**config.mk**
```make
export PLATFORM = sky130hd
export DESIGN_NAME = uart_rx
export DESIGN_NICKNAME = d
export VERILOG_FILES = /design/src/rtl/uart_rx.sv
export SDC_FILE = /design/constraint.sdc
export NUM_CORES = 1
export LEC_CHECK = 0
export ABC_AREA = 1
export ABC_CLOCK_PERIOD_IN_PS = 4500
export BUFFER_PORTS_ARGS = -buffer_cell sky130_fd_sc_hd__buf_2
export CAP_MARGIN = 25
export CORE_UTILIZATION = 46
export CTS_CLUSTER_SIZE = 20
export DETAILED_ROUTE_END_ITERATION = 10
export PLACE_DENSITY = 0.6
export SLEW_MARGIN = 20
export SYNTH_ARGS = -nofsm -noshare
export SYNTH_HDL_FRONTEND = slang
export SYNTH_SLANG_ARGS = --single-unit
```
**constraint.sdc**
```tcl
create_clock -name clk -period 4.5 [get_ports clk]
set_input_delay 1.35 -clock clk [delete_from_list [all_inputs] [get_ports clk]]
set_output_delay 1.35 -clock clk [all_outputs]
set_load 0.005 [all_outputs]
```
**src/rtl/uart_rx.sv**
```systemverilog
// 8N1 UART receiver: two-flop synchroniser, falling-edge start detect with
// mid-bit glitch rejection, mid-bit data sampling, valid/ready byte output.
module uart_rx #(
  parameter int BAUD = 104
) (
  input  logic       clk,
  input  logic       rst,
  input  logic       i_rx,
  input  logic       i_ready,
  output logic [7:0] o_data,
  output logic       o_valid,
  output logic       o_frame_err,
  output logic       o_overrun,
  output logic       o_busy
);

  localparam int CW = (BAUD > 1) ? $clog2(BAUD) : 1;
  localparam logic [CW-1:0] HALF_C = CW'(BAUD / 2);
  localparam logic [CW-1:0] LAST_C = CW'(BAUD - 1);

  typedef enum logic [1:0] {IDLE, START, DATA, STOP} state_t;

  state_t        state;
  logic [CW-1:0] cnt;
  logic [2:0]    idx;
  logic [7:0]    shift;
  logic          sync1, rx_s, rx_d;
  logic [2:0]    fill;

  // fill marks when rx_s and rx_d both hold real line samples, so the
  // reset value of the synchroniser can never fake a falling edge.
  always_ff @(posedge clk) begin
    if (rst) begin
      sync1 <= 1'b1;
      rx_s  <= 1'b1;
      rx_d  <= 1'b1;
      fill  <= 3'b000;
    end else begin
      sync1 <= i_rx;
      rx_s  <= sync1;
      rx_d  <= rx_s;
      fill  <= {fill[1:0], 1'b1};
    end
  end

  always_ff @(posedge clk) begin
    if (rst) begin
      state       <= IDLE;
      cnt         <= '0;
      idx         <= '0;
      shift       <= '0;
      o_data      <= '0;
      o_valid     <= 1'b0;
      o_frame_err <= 1'b0;
      o_overrun   <= 1'b0;
      o_busy      <= 1'b0;
    end else begin
      o_frame_err <= 1'b0;
      o_overrun   <= 1'b0;
      if (o_valid && i_ready) o_valid <= 1'b0;

      case (state)
        IDLE: begin
          if (fill[2] && rx_d && !rx_s) begin
            state  <= START;
            cnt    <= '0;
            o_busy <= 1'b1;
          end
        end
        // START is entered two edges after the first low sample, so the
        // check at cnt==HALF lands 3+BAUD/2 edges after that sample.
        START: begin
          if (cnt == HALF_C) begin
            cnt <= '0;
            if (rx_s) begin
              state  <= IDLE;
              o_busy <= 1'b0;
            end else begin
              state <= DATA;
              idx   <= '0;
            end
          end else begin
            cnt <= cnt + CW'(1);
          end
        end
        DATA: begin
          if (cnt == LAST_C) begin
            shift <= {rx_s, shift[7:1]};
            cnt   <= '0;
            idx   <= idx + 3'd1;
            if (idx == 3'd7) state <= STOP;
          end else begin
            cnt <= cnt + CW'(1);
          end
        end
        STOP: begin
          if (cnt == LAST_C) begin
            state  <= IDLE;
            cnt    <= '0;
            o_busy <= 1'b0;
            if (rx_s) begin
              o_data    <= shift;
              o_valid   <= 1'b1;
              o_overrun <= o_valid && !i_ready;
            end else begin
              o_frame_err <= 1'b1;
            end
          end else begin
            cnt <= cnt + CW'(1);
          end
        end
        default: begin
          state  <= IDLE;
          o_busy <= 1'b0;
        end
      endcase
    end
  end

endmodule
```
==> Flow_metrics.wiki, run 1 <==
{| class="wikitable"
! Metric !! Value
|-
| Run status || complete, no violations
|-
| LEAKAGE || 0.806 nW
|-
| Post-detail-place hpwl || 2360 um
|-
| Accumulated negative setup slack || 0 ns
|-
| Hold Path Depth || 2
|-
| Critical Path Source Type || flop
|-
| Routability congestion estimate || 0.824
|-
| Util after Layout || 54.2%
|-
| Worst min path class || flop to flop
|-
| Synthesized instance count || 229
|-
| Die height || 62.4 um
|-
| Worst slew slack as a fraction of its limit || 63.5%
|-
| Sequential fraction of the synthesis area || 45.3%
|-
| Count of inserted antenna diode cells || 0
|-
| CTS sink cnt || 38
|-
| Cells traversed along the worst timing path || buf_2
|-
| Initial standard-cell utilization of the core || 49.2%
|-
| Number of antenna violations at the first check in global routing || 0
|-
| Layout Nets || 253
|-
| Via total after detailed routing || 1429
|-
| Min Tclk post-route || 2.18 ns
|-
| Cts repair resizes || 0
|-
| Residual antenna-violating net count after detailed routing || 0
|-
| Peak clock frequency supported by timing || 460 MHz
|-
| Design Power || 0.000641 W
|-
| Arrival @ worst endpoint || 0.83 ns
|-
| MaxCap Viol Count || 0
|-
| Number of max-slew violations in the final report || 0
|-
| Number of buffers inserted during clock tree synthesis || 5
|-
| Post-synthesis net count || 237
|-
| Period Utilization, post-route || 48.4%
|-
| Depth of the worst register-to-register path || 7
|-
| CP bufs+invs || 1
|-
| Reg-to-reg endpoint || shift[0]$_SDFFE_PP0P_
|-
| Final Hold Violating Endpoints || 0
|-
| Clock transition at the registers of the reported paths || 0.11 ns
|-
| Worst R2R Setup Slack || 2.57 ns
|-
| Setup skew after layout || 0.0116 ns
|-
| Mapped Area || 1680 um2
|-
| Via count of the first global-routing pass || 1323
|-
| Critical path type || flop to primary output
|-
| Area used by multi-input combinational logic || 742 um2
|-
| Total internal power || 0.000478 W
|-
| Number of iterations in the first detailed-routing pass || 4
|-
| Kind of cell with the highest combined delay on the critical path || flip-flops
|-
| Relative area change from synthesis to final layout || 10.3%
|-
| Share of cells above drive strength 1 || 16.7%
|-
| TritonCTS clock tree || done
|-
| Worst r2r src || cnt[0]$_SDFFE_PP0P_
|-
| Worst min-delay path startpoint || fill[1]$_SDFF_PP0_
|-
| Wire length of the first global-routing pass || 5830 um
|-
| Setup repair after global routing missed its margin || false
|-
| Sum of overflow across all layers after global routing || 0
|-
| Post-CTS Setup Bufs || 0
|-
| Distinct cell type count of the synthesized netlist || 23
|-
| Max stage delay cell, worst path || sky130_fd_sc_hd__dfxtp_1
|-
| Vias per inst || 4.89
|-
| Category of the worst setup path capture point || primary output
|-
| Placeable core region || 3420 um2
|-
| DR iter-0 viols || 84
|-
| Number of buffers on the longest clock path || 2
|-
| Required time of the critical path || 3.15 ns
|-
| Yosys warning total || 0
|-
| IR drop worst, VDD || 0.000193 V
|-
| H-tree levels || 2
|-
| Die Width || 62.4 um
|-
| Clock Root Buffer || sky130_fd_sc_hd__clkbuf_4
|-
| Maximum number of pins on one net before global-route repair || 24
|-
| Sequential cell area || 761 um2
|-
| Worst hold margin || 0.408 ns
|-
| Relative contribution of sequential cells to total power || 54.8%
|-
| Syn Area/Cell || 7.33 um2
|-
| DRC violations left || 0
|-
| Average detailed-routed wire length per instance || 11.5 um
|-
| Flip-flop and latch count after synthesis || 38
|-
| Highest cell delay on the worst timing path || 0.36 ns
|-
| I/O pin cnt || 16
|-
| Number of buffer cells added on primary ports || 15
|-
| Slew at the pin closest to its max-slew limit || 0.546 ns
|-
| Most common cell after layout, fill and taps aside || sky130_fd_sc_hd__dfxtp_1
|-
| Fraction of power consumed by the clock network || 36.3%
|-
| Number of fill cells || 362
|-
| Hold Path End || fill[2]$_SDFF_PP0_
|-
| Commonest non-fill, non-tap cells in the layout || sky130_fd_sc_hd__dfxtp_1, sky130_fd_sc_hd__nand2_1, sky130_fd_sc_hd__inv_1, sky130_fd_sc_hd__nor2_1, sky130_fd_sc_hd__o21ai_0
|-
| Switching fraction of total power || 25.3%
|-
| Worst-skew pair later-pin latency || 0.36 ns
|-
| Rows || 21
|-
| Overall routing resource usage || 19.1%
|-
| Number of setup violations in the final report || 0
|-
| Cts-stage hold buffer count || 0
|-
| P_sw || 0.000162 W
|-
| CP Max Fanout || 2
|-
| Combinational Power Share || 8.9%
|-
| Overall die area || 3900 um2
|-
| Post-Route WL || 3360 um
|-
| Power density over the cells || 346 nW/um2
|}
[synth_stat cells, drive strengths merged]
| cell type | instances | area [um2] |
|---|---|---|
| a21oi | 21 | 105 |
| buf | 3 | 26.3 |
| clkbuf | 3 | 11.3 |
| dfxtp | 38 | 761 |
| ha | 4 | 50.1 |
| inv | 37 | 139 |
| nand2 | 34 | 128 |
| nand3 | 13 | 75.1 |
| nand3b | 2 | 15.0 |
| nand4 | 4 | 25.0 |
| nor2 | 40 | 180 |
| nor4 | 1 | 6.26 |
| o211ai | 1 | 7.51 |
| o21ai | 24 | 124 |
| o31ai | 1 | 7.51 |
| or2 | 3 | 18.8 |
[cell type report]
type,count,area share (%)
Sequential cell,38,41.1
Multi-Input combinational cell,148,40.1
Inverter,37,7.50
Timing Repair Buffer,15,4.05
Tap cell,46,3.11
Clock inverter,3,2.16
Clock buffer,5,2.03
[registers in the layout (all words and copies together), names as in the netlist, named ones only]
name / cells
o_valid: 1
sync1: 1
shift: 8
o_busy: 1
fill: 3
o_overrun: 1
rx_d: 1
o_frame_err: 1
idx: 3
cnt: 7
rx_s: 1
o_data: 8
state: 1
[stage by stage]
stage | setup slack [ns] | cells | cell area [um2]
after floorplan | 2.58 | 229 | 1680
after global placement | 2.12 | 284 | 1770
after detailed placement | 2.11 | 284 | 1770
after CTS | 2.32 | 292 | 1850
after global routing | 2.26 | 292 | 1850
final | 2.32 | 292 | 1850
[power groups by stage]
| stage | combinational, W | sequential (W) | clock [W] |
|---|---|---|---|
| after floorplan | 0.0000422 | 0.000357 | 0 |
| after global placement | 0.0000572 | 0.000359 | 0 |
| after detailed placement | 0.0000566 | 0.000359 | 0 |
| after CTS | 0.0000573 | 0.000351 | 0.000236 |
| after global routing | 0.0000646 | 0.000352 | 0.000251 |
| final | 0.0000571 | 0.000351 | 0.000233 |
[kinds of logic after synthesis]
logic type | share of synthesized area [%]
AND/OR/NAND/NOR | 26.7
buffers and inverters | 10.5
adder cells (fa/ha/maj) | 2.98
flip-flops | 45.3
AO/OA/AOI/OAI | 14.5
[per-layer routing]
metal	global-route usage, %	wire [um]
met2	29.2	1430
met5	0	0
met1	24.9	1740
met4	9.59	74
met3	4.93	116
[how the worst max path moves through the flow]
stage,start,to,depth (start not counted)
floorplan,rst,cnt[2]$_SDFFE_PP0P_,4
global placement,rst,o_data[2]$_SDFFE_PP0P_,4
detailed placement,rst,o_data[0]$_SDFFE_PP0P_,4
CTS,o_busy$_SDFFE_PP0P_,o_busy,1
global route,o_data[6]$_SDFFE_PP0P_,o_data[6],1
finish,o_data[6]$_SDFFE_PP0P_,o_data[6],1
(Power assumes the default switching activity.)
==> run 2, diff against run 1 <==
--- a/config.mk
+++ b/config.mk
@@ -6,7 +6,7 @@
 export NUM_CORES = 1
 export LEC_CHECK = 0
 export ABC_AREA = 1
-export ABC_CLOCK_PERIOD_IN_PS = 4500
+export ABC_CLOCK_PERIOD_IN_PS = 2100
 export BUFFER_PORTS_ARGS = -buffer_cell sky130_fd_sc_hd__buf_2
 export CAP_MARGIN = 25
 export CORE_UTILIZATION = 46
==> constraint.sdc (replaced) <==
create_clock -name clk -period 2.1 [get_ports clk]
set_input_delay 0.63 -clock clk [delete_from_list [all_inputs] [get_ports clk]]
set_output_delay 0.63 -clock clk [all_outputs]
set_load 0.005 [all_outputs]
==> run 2 against run 1 <==
  * Clock skew is 0.0011 ns lower
  * Non-clock buffer count is 2 higher
  * Combinational power is 120% higher
  * Sequential share of layout area is 0.056 points higher
  * Die area stayed put
  * Worst hold slack better by 0.0027 ns
  * Sequential power is 110% higher
  * Largest power group unchanged
==> Flow_metrics.wiki, run 2 (synthesis gave the netlist of run 1 again) <==
{| class="wikitable"
! Metric !! Value
|-
| Post-Route WL || 3240 um
|-
| Standard cell area after detailed placement || 1790 um2
|-
| Worst min path class || flop to flop
|-
| Rows || 21
|-
| Number of buffers inserted during clock tree synthesis || 5
|-
| Vias per inst || 4.85
|-
| DRC violations left || 0
|-
| Arrival @ worst endpoint || 1.99 ns
|-
| Category of the worst setup path capture point || flop
|-
| Design Area, Final || 1850 um2
|-
| CTS sink cnt || 38
|-
| Placed instance count || 286
|-
| Final Hold Violating Endpoints || 0
|-
| Most common cell after layout, fill and taps aside || sky130_fd_sc_hd__dfxtp_1
|-
| Number of antenna violations at the first check in global routing || 0
|-
| Worst-skew pair later-pin latency || 0.36 ns
|-
| IR drop worst, VDD || 0.000459 V
|-
| Number of max-slew violations in the final report || 0
|-
| CP bufs+invs || 0
|-
| Most prevalent standard cell on the critical path || sky130_fd_sc_hd__nand3_2
|-
| Maximum number of pins on one net before global-route repair || 24
|-
| Depth of the worst register-to-register path || 6
|-
| Sum of overflow across all layers after global routing || 0
|-
| H-tree levels || 2
|-
| Wire length of the first global-routing pass || 5750 um
|-
| Number of buffer cells added on primary ports || 15
|-
| Kind of cell with the highest combined delay on the critical path || simple AND/OR/NAND/NOR gates
|-
| Critical path type || flop to flop
|-
| Count of inserted antenna diode cells || 0
|-
| Setup skew after layout || 0.0105 ns
|-
| Peak clock frequency supported by timing || 576 MHz
|-
| Average detailed-routed wire length per instance || 11.0 um
|-
| Slew at the pin closest to its max-slew limit || 0.573 ns
|-
| Min Tclk post-route || 1.74 ns
|-
| Max stage delay cell, worst path || sky130_fd_sc_hd__dfxtp_1
|-
| Worst slew slack as a fraction of its limit || 61.8%
|-
| Layout Nets || 255
|-
| Number of setup violations in the final report || 0
|-
| Required time of the critical path || 2.35 ns
|-
| Cells traversed along the worst timing path || ha_1 > nand3_2 > nor2_4 > nand3_2 > o21ai_0 > a21oi_1
|-
| Placeable core region || 3420 um2
|-
| Via count of the first global-routing pass || 1313
|-
| DR iter-0 viols || 43
|-
| Number of cells on the critical path || 6
|-
| Layout Cells excl Fill || 294
|-
| TritonCTS clock tree || done
|-
| MaxCap Viol Count || 0
|-
| Hold Path Depth || 2
|-
| Clock Root Buffer || sky130_fd_sc_hd__clkbuf_4
|-
| Accumulated negative setup slack || 0 ns
|-
| Util after Layout || 54.1%
|-
| Top Registers || o_data x8, shift x8, cnt x7
|-
| Run status || complete, no violations
|-
| Number of buffers on the longest clock path || 2
|-
| Overall die area || 3900 um2
|-
| Initial standard-cell utilization of the core || 49.2%
|-
| Die height || 62.4 um
|-
| Via total after detailed routing || 1425
|-
| Setup repair after global routing missed its margin || false
|-
| Clock transition at the registers of the reported paths || 0.12 ns
|-
| Post-CTS Setup Bufs || 0
|-
| Cts repair resizes || 0
|-
| Cts-stage hold buffer count || 0
|-
| Residual antenna-violating net count after detailed routing || 0
|-
| Routability congestion estimate || 0.851
|-
| Post-detail-place hpwl || 2320 um
|-
| Worst hold margin || 0.411 ns
|-
| Relative area change from synthesis to final layout || 10.1%
|-
| Highest cell delay on the worst timing path || 0.41 ns
|-
| CP Max Fanout || 17
|-
| Overall routing resource usage || 19.0%
|-
| Power density over the cells || 693 nW/um2
|-
| Die Width || 62.4 um
|-
| LEAKAGE || 0.806 nW
|-
| Number of iterations in the first detailed-routing pass || 4
|-
| I/O pin cnt || 16
|-
| Period Utilization, post-route || 82.7%
|-
| Commonest non-fill, non-tap cells in the layout || sky130_fd_sc_hd__dfxtp_1, sky130_fd_sc_hd__nand2_1, sky130_fd_sc_hd__inv_1, sky130_fd_sc_hd__nor2_1, sky130_fd_sc_hd__o21ai_0
|-
| Share of cells above drive strength 1 || 16.9%
|-
| Critical Path Source Type || flop
|}
[run 2: changes by cell type in the layout (fill, tap and decap cells not counted), sizes merged]
cell,change
buf,+2
bufinv,-1
clkinv,-1
clkbuf,+2
[run 2: worst reg2reg max path, cell delays in order (launching register included)]
cell and delay, ns:
sky130_fd_sc_hd__dfxtp_1 0.41, sky130_fd_sc_hd__ha_1 0.30, sky130_fd_sc_hd__nand3_2 0.12, sky130_fd_sc_hd__nor2_4 0.19, sky130_fd_sc_hd__nand3_2 0.27, sky130_fd_sc_hd__o21ai_0 0.28, sky130_fd_sc_hd__a21oi_1 0.06
[run 2: cell type report]
cell class | count | area (um2)
Inverter | 37 | 139
Timing Repair Buffer | 17 | 90.1
Clock inverter | 1 | 5.00
Sequential cell | 38 | 761
Fill cell | 358 | 1570
Multi-Input combinational cell | 148 | 742
Clock buffer | 7 | 55.1
Tap cell | 46 | 57.6
[run 2: path summary, 6_finish.rpt]
path	startpoint	endpoint	slack (ns)
max reg2reg	cnt[0]$_SDFFE_PP0P_	o_data[3]$_SDFFE_PP0P_	0.36
max	cnt[0]$_SDFFE_PP0P_	o_data[3]$_SDFFE_PP0P_	0.36
min	fill[0]$_DFF_P_	fill[1]$_SDFF_PP0_	0.41
min reg2reg	fill[0]$_DFF_P_	fill[1]$_SDFF_PP0_	0.41
[run 2: per-layer routing]
| metal | part of all wire, % | GRT usage (%) | vias up |
|---|---|---|---|
| li1 | - | - | 762 |
| met1 | 50 | 24.4 | 638 |
| met2 | 44 | 29.3 | 18 |
| met3 | 3.7 | 4.93 | 7 |
| met4 | 2.3 | 9.59 | 0 |
| met5 | 0 | 0 | - |
[run 2: metrics by stage]
stage / power, W / worst slack (ns)
floorplan: 0.000856 / 0.687
global placement: 0.000893 / 0.409
detailed placement: 0.000892 / 0.405
CTS: 0.00129 / 0.369
global route: 0.00134 / 0.159
finish: 0.00128 / 0.363
[run 2: report_power, final]
part	internal, W	switching (W)
Clock	0.000162	0.000245
Combinational	0.0000416	0.0000814
Sequential	0.000738	0.0000140
==> run 3, diff against run 2 <==
--- a/config.mk
+++ b/config.mk
@@ -5,14 +5,14 @@
 export SDC_FILE = /design/constraint.sdc
 export NUM_CORES = 1
 export LEC_CHECK = 0
-export ABC_AREA = 1
-export ABC_CLOCK_PERIOD_IN_PS = 2100
+export ABC_AREA = 0
+export ABC_CLOCK_PERIOD_IN_PS = 1800
 export BUFFER_PORTS_ARGS = -buffer_cell sky130_fd_sc_hd__buf_2
 export CAP_MARGIN = 25
 export CORE_UTILIZATION = 46
 export CTS_CLUSTER_SIZE = 20
 export DETAILED_ROUTE_END_ITERATION = 10
-export PLACE_DENSITY = 0.6
+export PLACE_DENSITY = 0.61
 export SLEW_MARGIN = 20
 export SYNTH_ARGS = -nofsm -noshare
 export SYNTH_HDL_FRONTEND = slang
==> constraint.sdc (replaced) <==
create_clock -name clk -period 1.8 [get_ports clk]
set_input_delay 0.54 -clock clk [delete_from_list [all_inputs] [get_ports clk]]
set_output_delay 0.54 -clock clk [all_outputs]
set_load 0.005 [all_outputs]
==> run 3 against run 2 <==
  * Design area decreased by 1.3%
  * Worst setup slack got worse by 0.22 ns
  * Critical path depth decreased by 2
  * Routed wire length decreased by 10%
  * Clock skew increased by 0.0024 ns
  * Die area decreased by 3.6%
  * Critical endpoint is now cnt[3]$_SDFFE_PP0P_
==> Flow_metrics.wiki, run 3 <==
{| class="wikitable"
! Metric !! Value
|-
| Sequential fraction of the synthesis area || 47.1%
|-
| Rows || 21
|-
| Yosys warning total || 0
|-
| Number of antenna violations at the first check in global routing || 0
|-
| Worst-skew pair later-pin latency || 0.33 ns
|-
| Maximum number of pins on one net before global-route repair || 14
|-
| Die Width || 61.3 um
|-
| Setup skew after layout || 0.0130 ns
|-
| CTS sink cnt || 38
|-
| Relative area change from synthesis to final layout || 12.9%
|-
| Via total after detailed routing || 1193
|-
| CP bufs+invs || 0
|-
| Peak clock frequency supported by timing || 604 MHz
|-
| Overall die area || 3760 um2
|-
| IR drop worst, VDD || 0.000657 V
|-
| Initial standard-cell utilization of the core || 48.1%
|-
| Average detailed-routed wire length per instance || 12.6 um
|-
| Post-Route WL || 2910 um
|-
| Hold Path Depth || 2
|-
| Worst hold margin || 0.394 ns
|-
| Number of buffers inserted during clock tree synthesis || 5
|-
| Placeable core region || 3360 um2
|-
| Post-placement worst setup slack || 0.167 ns
|-
| Leading area contributor after synthesis || sky130_fd_sc_hd__dfxtp_1
|-
| Largest cells by area after synthesis || sky130_fd_sc_hd__dfxtp_1, sky130_fd_sc_hd__mux2i_1, sky130_fd_sc_hd__nor2_1, sky130_fd_sc_hd__ha_1, sky130_fd_sc_hd__nand2_1
|-
| Cells traversed along the worst timing path || or3b_2 > o22ai_2 > or3_1 > o211ai_1
|-
| Min Tclk post-route || 1.66 ns
|-
| Die height || 61.3 um
|-
| Number of buffers on the longest clock path || 2
|-
| Dominant synthesized flop cell || sky130_fd_sc_hd__dfxtp_1
|-
| Post-detail-place hpwl || 2080 um
|-
| Worst slew slack as a fraction of its limit || 69.5%
|-
| Final WS setup || 0.143 ns
|-
| Number of cells on the critical path || 4
|-
| DR iter-0 viols || 37
|-
| Distinct cell type count of the synthesized netlist || 45
|-
| I/O pin cnt || 16
|-
| Synth async-reset ratio || 0%
|-
| Number of fill cells || 342
|-
| Cts-stage hold buffer count || 0
|-
| Slew at the pin closest to its max-slew limit || 0.453 ns
|-
| Synthesized instance count || 162
|-
| Clock Root Buffer || sky130_fd_sc_hd__clkbuf_4
|-
| Number of max-slew violations in the final report || 0
|-
| Commonest non-fill, non-tap cells in the layout || sky130_fd_sc_hd__dfxtp_1, sky130_fd_sc_hd__nor2_1, sky130_fd_sc_hd__mux2i_1, sky130_fd_sc_hd__buf_2
|-
| Sum of overflow across all layers after global routing || 0
|-
| Required time of the critical path || 2.02 ns
|-
| Accumulated negative setup slack || 0 ns
|-
| Via count of the first global-routing pass || 1033
|-
| Depth of the worst register-to-register path || 4
|-
| Overall routing resource usage || 16.8%
|-
| Number of setup violations in the final report || 0
|-
| MaxCap Viol Count || 0
|-
| Post-synthesis net count || 170
|-
| Power density over the cells || 793 nW/um2
|-
| Max stage delay cell, worst path || sky130_fd_sc_hd__or3b_2
|-
| TritonCTS clock tree || done
|-
| Share of cells above drive strength 1 || 22.7%
|-
| Top cells by instance count after synthesis || sky130_fd_sc_hd__dfxtp_1, sky130_fd_sc_hd__nor2_1, sky130_fd_sc_hd__mux2i_1, sky130_fd_sc_hd__nand2_1
|-
| Top Registers || o_data x8, shift x8, cnt x7
|-
| Syn Area/Cell || 9.98 um2
|-
| Wire length of the first global-routing pass || 4550 um
|-
| Worst min path class || input pin to flop
|-
| Cts repair resizes || 0
|-
| Flip-flop and latch count after synthesis || 38
|-
| Residual antenna-violating net count after detailed routing || 0
|-
| Category of the worst setup path capture point || flop
|-
| Count of inserted antenna diode cells || 0
|-
| Setup repair after global routing missed its margin || false
|-
| Layout Nets || 192
|-
| H-tree levels || 2
|-
| Highest cell delay on the worst timing path || 0.57 ns
|-
| DRC violations left || 0
|-
| Period Utilization, post-route || 92.0%
|-
| Fraction of synthesized cell area taken by the top area cell type || 47.1%
|-
| CP Max Fanout || 10
|-
| Worst R2R Setup Slack || 0.14 ns
|-
| Number of buffer cells added on primary ports || 15
|-
| LEAKAGE || 0.758 nW
|-
| Routability congestion estimate || 0.841
|-
| Run status || complete, no violations
|-
| Mapped Area || 1620 um2
|-
| Arrival @ worst endpoint || 1.88 ns
|-
| Kind of cell with the highest combined delay on the critical path || simple AND/OR/NAND/NOR gates
|-
| Number of synthesized flops with an enable pin || 0
|-
| Vias per inst || 5.16
|-
| Critical Path Source Type || flop
|-
| Critical path type || flop to flop
|-
| Post-CTS Setup Bufs || 0
|-
| Most numerous cell in the Yosys netlist || sky130_fd_sc_hd__dfxtp_1
|-
| Final Hold Violating Endpoints || 0
|-
| Clock transition at the registers of the reported paths || 0.12 ns
|-
| Number of iterations in the first detailed-routing pass || 4
|-
| Most common cell after layout, fill and taps aside || sky130_fd_sc_hd__dfxtp_1
|}
run 3: changes by cell type after synthesis, sizes merged, moves of 3 or more:
cell / delta
nor2: -21
mux2i: +16
inv: -31
o21ai: -18
a21oi: -18
buf: +3
nand3: -8
nand2b: +3
nand2: -24
or3: +4
run 3: layer usage:
metal / global-route usage (%) / wire, um / up-vias
met4: 5.84 / 41 / 0
met3: 5.67 / 76 / 4
met1: 22.9 / 1530 / 560
li1: - / - / 616
met5: 0 / 0 / -
met2: 24.8 / 1260 / 13
run 3: layout make-up:
class	count	area (um2)	share of cell area (%)
Inverter	6	22.5	1.23
Tap cell	46	57.6	3.15
Multi-Input combinational cell	108	771	42.2
Sequential cell	38	761	41.7
Clock buffer	6	51.3	2.81
Timing Repair Buffer	25	150	8.22
Clock inverter	2	12.5	0.685
run 3: path summary, 6_finish.rpt:
path,start,end
max,flop,cnt[3]$_SDFFE_PP0P_
min,i_rx,sync1$_SDFF_PP1_
max reg2reg,flop,cnt[3]$_SDFFE_PP0P_
min reg2reg,sync1$_SDFF_PP1_,rx_s$_SDFF_PP1_
run 3: where the power goes:
part | switching [W] | internal (W) | total (W)
clock network | 0.000280 | 0.000188 | 0.000468
registers | 0.0000212 | 0.000858 | 0.000880
logic | 0.0000520 | 0.0000492 | 0.000101
run 3: cells by family (layout without fill, tap and decap cells):
family	count (synthesis)	after routing	synth area share [%]
buffers and inverters	16	39	5.26
AOI/OAI and AO/OA	25	25	12.2
muxes	17	17	10.8
and+or+nand+nor	61	61	21.0
xor gates and xnor gates	1	1	0.542
adders and majority gates	4	4	3.10
DFF	38	38	47.1
run 3: through the flow:
step / total power, W / instances / area (um2) / util (%)
2_1_floorplan: 0.000962 / 162 / 1620 / -
3_3_place_gp: 0.000998 / 223 / 1760 / 52.4
3_5_place_dp: 0.000999 / 223 / 1760 / 52.4
4_1_cts: 0.00147 / 231 / 1830 / 54.3
5_1_grt: 0.00152 / 231 / 1830 / 54.3
6_report: 0.00145 / 231 / 1830 / 54.3
